===== src/rtl/msg_scheduler.sv =====
// SHA-256 message scheduler.
// Accepts one 512-bit padded block, then issues the 64 schedule words W_t
// (one per cycle) from a 16-word sliding window, followed by a one-cycle
// done pulse. Optional macro MSG_SCHDL_KROM_EN builds an internal K_t ROM;
// without it o_round_constant is tied to 0 and K is looked up externally
// using o_round_idx.
//
// Handshake: a block transfers on a rising edge where i_blk_valid=1 and
// o_blk_ready=1. o_blk_ready never depends on i_blk_valid. The source holds
// i_blk_valid and i_msg_blk stable until the transfer; valid seen while
// busy (RUN/DONE) is simply not accepted.
module msg_scheduler #(
   parameter int BLK_SIZE = 512,
   parameter int WRD_SIZE = 32
) (
   input  logic                clk,
   input  logic                reset,
   input  logic                i_blk_valid,
   input  logic [BLK_SIZE-1:0] i_msg_blk,
   output logic                o_blk_ready,
   output logic                o_round_en,
   output logic [WRD_SIZE-1:0] o_msg_wrd,
   output logic [5:0]          o_round_idx,
   output logic [WRD_SIZE-1:0] o_round_constant,
   output logic                o_done,
   output logic [1:0]          o_fsm_state
);

   localparam int NWORDS = BLK_SIZE / WRD_SIZE;

   typedef enum logic [1:0] {
      IDLE = 2'd0,
      RUN  = 2'd1,
      DONE = 2'd2
   } state_t;

   state_t              state;
   state_t              state_nxt;
   logic                rdy_q;
   logic [5:0]          t_q;
   logic [WRD_SIZE-1:0] win_q [NWORDS];
   logic [WRD_SIZE-1:0] w_new;
   logic [WRD_SIZE-1:0] k_t;
   logic                accept;

   function automatic logic [WRD_SIZE-1:0] rotr(input logic [WRD_SIZE-1:0] x, input int n);
      return (x >> n) | (x << (WRD_SIZE - n));
   endfunction

   function automatic logic [WRD_SIZE-1:0] sigma0(input logic [WRD_SIZE-1:0] x);
      return rotr(x, 7) ^ rotr(x, 18) ^ (x >> 3);
   endfunction

   function automatic logic [WRD_SIZE-1:0] sigma1(input logic [WRD_SIZE-1:0] x);
      return rotr(x, 17) ^ rotr(x, 19) ^ (x >> 10);
   endfunction

`ifdef MSG_SCHDL_KROM_EN
   localparam logic [31:0] K_ROM [64] = '{
      32'h428a2f98, 32'h71374491, 32'hb5c0fbcf, 32'he9b5dba5, 32'h3956c25b, 32'h59f111f1, 32'h923f82a4, 32'hab1c5ed5,
      32'hd807aa98, 32'h12835b01, 32'h243185be, 32'h550c7dc3, 32'h72be5d74, 32'h80deb1fe, 32'h9bdc06a7, 32'hc19bf174,
      32'he49b69c1, 32'hefbe4786, 32'h0fc19dc6, 32'h240ca1cc, 32'h2de92c6f, 32'h4a7484aa, 32'h5cb0a9dc, 32'h76f988da,
      32'h983e5152, 32'ha831c66d, 32'hb00327c8, 32'hbf597fc7, 32'hc6e00bf3, 32'hd5a79147, 32'h06ca6351, 32'h14292967,
      32'h27b70a85, 32'h2e1b2138, 32'h4d2c6dfc, 32'h53380d13, 32'h650a7354, 32'h766a0abb, 32'h81c2c92e, 32'h92722c85,
      32'ha2bfe8a1, 32'ha81a664b, 32'hc24b8b70, 32'hc76c51a3, 32'hd192e819, 32'hd6990624, 32'hf40e3585, 32'h106aa070,
      32'h19a4c116, 32'h1e376c08, 32'h2748774c, 32'h34b0bcb5, 32'h391c0cb3, 32'h4ed8aa4a, 32'h5b9cca4f, 32'h682e6ff3,
      32'h748f82ee, 32'h78a5636f, 32'h84c87814, 32'h8cc70208, 32'h90befffa, 32'ha4506ceb, 32'hbef9a3f7, 32'hc67178f2
   };
   assign k_t = K_ROM[t_q];
`else
   assign k_t = '0;
`endif

   assign accept      = i_blk_valid && o_blk_ready;
   assign o_fsm_state = state;

   // State register.
   always_ff @(posedge clk or posedge reset) begin
      if (reset) state <= IDLE;
      else       state <= state_nxt;
   end

   // Next-state logic: IDLE -> RUN on accept, RUN for 64 rounds, DONE for one cycle.
   always_comb begin
      state_nxt = state;
      case (state)
         IDLE:    if (accept) state_nxt = RUN;
         RUN:     if (t_q == 6'd63) state_nxt = DONE;
         DONE:    state_nxt = IDLE;
         default: state_nxt = IDLE;
      endcase
   end

   // Ready is held low while reset is asserted and rises on the first edge after release.
   always_ff @(posedge clk or posedge reset) begin
      if (reset) rdy_q <= 1'b0;
      else       rdy_q <= 1'b1;
   end

   // Round counter: restarts at 0 on accept, steps once per RUN cycle.
   always_ff @(posedge clk or posedge reset) begin
      if (reset)              t_q <= '0;
      else if (accept)        t_q <= '0;
      else if (state == RUN)  t_q <= t_q + 6'd1;
   end

   // Next schedule word from the window; win_q[i] holds W_{t+i}.
   always_comb begin
      w_new = sigma1(win_q[14]) + win_q[9] + sigma0(win_q[1]) + win_q[0];
   end

   // Sliding window: load the block on accept, shift one word per round.
   always_ff @(posedge clk or posedge reset) begin
      if (reset) begin
         for (int i = 0; i < NWORDS; i++) win_q[i] <= '0;
      end else if (accept) begin
         for (int i = 0; i < NWORDS; i++)
            win_q[i] <= i_msg_blk[BLK_SIZE-1-i*WRD_SIZE -: WRD_SIZE];
      end else if (state == RUN) begin
         for (int i = 0; i < NWORDS-1; i++) win_q[i] <= win_q[i+1];
         win_q[NWORDS-1] <= w_new;
      end
   end

   // Outputs: round data only while RUN, zero otherwise.
   always_comb begin
      o_blk_ready      = rdy_q && (state == IDLE);
      o_round_en       = 1'b0;
      o_msg_wrd        = '0;
      o_round_idx      = '0;
      o_round_constant = '0;
      o_done           = (state == DONE);
      if (state == RUN) begin
         o_round_en       = 1'b1;
         o_msg_wrd        = win_q[0];
         o_round_idx      = t_q;
         o_round_constant = k_t;
      end
   end

endmodule

===== config.mk =====
export PLATFORM = sky130hd
export DESIGN_NAME = msg_scheduler
export DESIGN_NICKNAME = d
export VERILOG_FILES = /design/src/rtl/msg_scheduler.sv
export SDC_FILE = /design/constraint.sdc
export NUM_CORES = 2
export LEC_CHECK = 0
export BUFFER_PORTS_ARGS = -buffer_cell sky130_fd_sc_hd__buf_2
export CORE_ASPECT_RATIO = 1.75
export CORE_MARGIN = 3
export CORE_UTILIZATION = 46
export CTS_BUF_LIST = sky130_fd_sc_hd__clkbuf_8 sky130_fd_sc_hd__clkbuf_16
export DETAILED_ROUTE_END_ITERATION = 8
export GPL_TIMING_DRIVEN = 0
export PLACE_DENSITY = 0.69
export SYNTH_ARGS = -nofsm -noshare
export SYNTH_HDL_FRONTEND = slang
export SYNTH_SLANG_ARGS = --single-unit

===== constraint.sdc =====
create_clock -name clk -period 48.1 [get_ports clk]
set_input_delay 7.215 -clock clk [delete_from_list [all_inputs] [get_ports clk]]
set_output_delay 7.215 -clock clk [all_outputs]
set_load 0.01 [all_outputs]

### After elaboration in Yosys (flattened, before gate mapping)

Index checks and enable logic that the tools add are counted.

| storage, ports and cells | value |
|---|---|
| word-level logic and storage cells | 51 |
| flip-flop bits (word level) | 521 |
| bits of input ports | 515 |
| output and inout port bits | 75 |

| operators by class | value |
|---|---|
| equality and inequality tests | 5 |
| mux-type cells | 10 |
| add/subtract/negate cells | 4 |
| reductions and logical operators | 5 |
| bitwise logic cells | 8 |

Operator list:

| kind | count |
|---|---|
| two-way mux 512 bit | 2 |
| adder 32 bit | 3 |
| XOR 32 bit | 2 |
| two-way mux 32 bit | 1 |
| OR 13 x 32 -> 32 bit | 1 |
| OR 14 x 32 -> 32 bit | 1 |
| OR 15 x 32 -> 32 bit | 1 |
| OR 25 x 32 -> 32 bit | 1 |
| XOR 32 x 22 -> 32 bit | 1 |
| XOR 32 x 29 -> 32 bit | 1 |
| two-way mux 6 bit | 3 |
| adder 6 x 1 -> 6 bit, second input constant | 1 |
| == test 6 bit, second input constant | 1 |
| two-way mux 2 bit | 2 |
| != test 2 bit, second input constant | 2 |
| case mux 2 bit (2 select lines) | 1 |
| == test 2 x 1 -> 1 bit, second input constant | 1 |
| == test 2 bit, second input constant | 1 |
| logical AND 1 bit | 2 |
| zero test 2 bit | 1 |
| AND reduction 2 bit | 1 |
| nonzero test 2 bit | 1 |
| two-way mux 1 bit | 1 |

### Longest topological paths before layout

| logic depth | value |
|---|---|
| word-level depth | 8 |
| mapped depth | 16 |
| mapped depth without buffers | 15 |

### Least setup slack after synthesis

No wires, ideal clock.

| timing path | value |
|---|---|
| path kind | register -> output |
| start point | register state[1] (netlist: o_fsm_state[1]) |
| end point | output port o_msg_wrd[0] |
| arrival time | 1.461 ns |
| data required time | 40.885 ns |
| path buffers | 3 |
| stages on the path, launching flop included | 7 |
| path slack | 39.424 ns |
| cells stage by stage | dfrtp_1 nand2b_1 clkbuf_8 inv_1 buf_6 clkbuf_1 and2_1 |

| between the ends | value |
|---|---|
| longest elaborated chain between the ends | 2 |

Ends and longest elaborated chain:

| element | line | text |
|---|---|---|
| start, declared | 37 | `state_t state;` |
| start signal, assigned | 80 | `else state <= state_nxt;` |
| == test 2 x 1 -> 1 bit | 133 | `if (state == RUN) begin` |
| two-way mux 32 bit | 133 |  |
| end, declared | 22 | `output logic [WRD_SIZE-1:0] o_msg_wrd,` |

Every way passes these cells.

### Worst setup path after layout

| timing path | value |
|---|---|
| start point | register state[1] (netlist: o_fsm_state[1]) |
| end point | output port o_msg_wrd[15] |

Same word-level chain as after synthesis.

==> impl_metrics.json <==
{
  "status": "finished clean",
  "worst_slew_pin_slew_ns": 1.10,
  "post-route-min-period_ns": 10.19,
  "tns_ns": 0,
  "antenna_left": 0,
  "startpoint_type": "flop",
  "cts_buffer_depth": 3,
  "synth_seq_cells": 521,
  "drc": 0,
  "dieArea_sq_um": 64100,
  "fin_crit_sh_pct": 21.2,
  "hold_end": "win_q[96]$_DFFE_PP0P_",
  "die_w_um": 193,
  "worst_setup_path_end_kind": "primary output",
  "crit_type": "reg -> out",
  "skew_ns": 0.0388,
  "whs_path_depth": 2,
  "p_per_area_nw_per_um2": 105,
  "wl_per_cell_um": 23.9,
  "drive_gt1_share_pct": 17.7,
  "synth.avg_cell_area_sq_um": 8.15,
  "grt_max_degree": 113,
  "cp.arrival_ns": 2.98,
  "cts_buffers": 50,
  "synthCells": 3445,
  "yosys-top-cells-area": "dfrtp_1, nand2_1, a31oi_1, nor2_1, fa_1",
  "htreeDepth": 2,
  "worstHoldStart": "win_q[64]$_DFFE_PP0P_",
  "final_cell_mix": "nand2_1, buf_2, nor2_1, dfrtp_1, a31oi_1",
  "clkLatencyLatePin_ns": 0.65,
  "num_rows": 119,
  "synth_top_area_cell": "dfrtp_1",
  "grt-ovfl-total": 0,
  "final_cell_area_sq_um": 33900,
  "async_reset_ff_share_pct": 100,
  "timing.critical_path.buf_inv": 4,
  "fin_cells": 4925,
  "post-place-ws_ns": 38.04,
  "peakVddDrop_v": 0.0000878,
  "timing.slew.headroom_pct": 26.5,
  "drtIter0Drc": 2002,
  "required_ns": 40.88,
  "final.setup.worst_slack_ns": 37.91,
  "synth.cell_area_sq_um": 28100,
  "finalSetupViolations": 0,
  "layout_commonest_cell": "nand2_1",
  "dpl_cell_area_sq_um": 32100,
  "vias": 26900,
  "hold_viol_final": 0,
  "ios": 590,
  "via_per_inst": 5.47,
  "place_congestion": 1.03,
  "synth_warnings": 0,
  "layout.nets": 4698,
  "hold_path.class": "reg -> reg",
  "total_power_mw": 3.55,
  "ys_seq_area_share_pct": 46.4,
  "yosys_most_used_dff": "dfrtp_1",
  "cp_max_fo": 10,
  "die_y_um": 333,
  "cts_tree": "built",
  "slew_viol_final": 0,
  "utilization_pct": 56.1,
  "r2r_slack_ns": 43.37,
  "io_buffers": 557,
  "clock_sinks": 521,
  "max_stage_delay_ns": 0.68,
  "dpl.cell_count": 4823,
  "fmax_ghz": 0.0981,
  "rr_endpoint": "win_q[25]$_DFFE_PP0P_",
  "root_buffer": "clkbuf_16",
  "clk_pin_slew_ns": 0.07,
  "synth-edff-count": 0,
  "cts_setup_buffers": 0,
  "wl_mm": 118,
  "hold_slack_ns": 0.521,
  "grt_usage_pct": 36.1,
  "critPathSlowestCell": "clkbuf_1",
  "postCtsHoldBufs": 0,
  "r2r-start": "win_q[467]$_DFFE_PP0P_",
  "seq_area_sq_um": 13000,
  "core_area_sq_um": 60300,
  "drv_cap": 0,
  "dp_hpwl_mm": 95.5,
  "reg2reg_depth": 16,
  "p_leak_nw": 16.1,
  "fill_cells": 6016,
  "yosysUniqueCellTypes": 62,
  "syn_to_final_growth_pct": 20.6,
  "post_cts_resized": 0,
  "crit_chain": "nand2b_1, clkbuf_8, clkbuf_1, buf_1, nor2_1, buf_2",
  "grt_pass1_wl_mm": 169,
  "cp_top_family": "buffers and inverters",
  "start_util_pct": 46.5,
  "firstDrtPassIters": 6,
  "antenna_found_initial": 18,
  "rsz0062_at_grt": "no",
  "multiInputGateArea_sq_um": 13300,
  "synth_top_area_share_pct": 46.4,
  "grt_pass1_vias": 27200
}
## how the worst max path moves through the flow
stage | start | endpoint | slack, ns | cells past startpoint
final | o_fsm_state[1]$_DFFE_PP0P_ | o_msg_wrd[15] | 37.91 | 6
after global routing | o_fsm_state[1]$_DFFE_PP0P_ | o_msg_wrd[19] | 37.82 | 6
after CTS | o_fsm_state[1]$_DFFE_PP0P_ | o_round_idx[0] | 37.91 | 7
after detailed placement | i_blk_valid | win_q[381]$_DFFE_PP0P_ | 38.04 | 8
after global placement | reset | win_q[112]$_DFFE_PP0P_ | 20.11 | 2
after floorplan | reset | o_fsm_state[0]$_DFFE_PP0P_ | 26.33 | 1
## tightest hold or removal path, stage by stage (launching register included)
cell	delay, ns
dfrtp_1	0.38
nand2_1	0.06
a31oi_1	0.07
## cell type report
| class | count | area share [%] |
|---|---|---|
| Buffer | 324 | 4.21 |
| Timing Repair Buffer | 561 | 8.56 |
| Multi-Input combinational cell | 2505 | 39.1 |
| Clock buffer | 66 | 4.35 |
| Clock inverter | 25 | 0.832 |
| Sequential cell | 521 | 38.5 |
| Inverter | 126 | 1.42 |
| Tap cell | 786 | 2.90 |
| Antenna cell | 11 | 0.0813 |
## cell usage after synthesis (all sizes together), types with 3 or more instances
| master | n |
|---|---|
| buf | 78 |
| nand3 | 6 |
| a21o | 11 |
| inv | 126 |
| xnor2 | 79 |
| nand2b | 4 |
| xor2 | 68 |
| and2 | 9 |
| o21ai | 37 |
| nand2 | 1005 |
| fa | 62 |
| or3 | 5 |
| nor2b | 3 |
| a22oi | 8 |
| a211oi | 7 |
| dfrtp | 521 |
| a21oi | 50 |
| nand4 | 9 |
| ha | 32 |
| and3 | 7 |
| a41oi | 4 |
| clkbuf | 246 |
| o21bai | 7 |
| a31oi | 491 |
| nor2 | 540 |
| nor3 | 5 |
## where the power goes
group	switching [mW]	internal [mW]	leakage [nW]
registers	0.122	0.614	5.77
clock network	0.187	0.238	0.882
logic	1.44	0.949	9.46
## sequential cells by signal, summed over array words and instances, names as in the netlist
register / cells
t_q: 6
win_q: 512
rdy_q: 1
o_fsm_state: 2
## per-layer routing
| layer | GRT usage (%) | vias to the layer above | share of wire (%) |
|---|---|---|---|
| met2 | 62.2 | 1222 | 49 |
| li1 | - | 12500 | - |
| met3 | 6.25 | 359 | 6.7 |
| met4 | 26.5 | 14 | 9.2 |
| met1 | 39.4 | 12800 | 35 |
| met5 | 0 | - | 0.087 |
## cells by family (layout without fill, tap and decap cells)
group,Yosys count,after routing,synth area share (%)
AOI/OAI and AO/OA,632,632,14.3
xor gates and xnor gates,147,147,4.65
adders and majority gates,94,94,5.85
buffers and inverters,450,1102,6.76
DFF,521,521,46.4
muxes,1,1,0.0357
other,2,44,0.0268
and+or+nand+nor,1598,1598,21.9
Note: power is estimated with default switching activity, not from simulation.
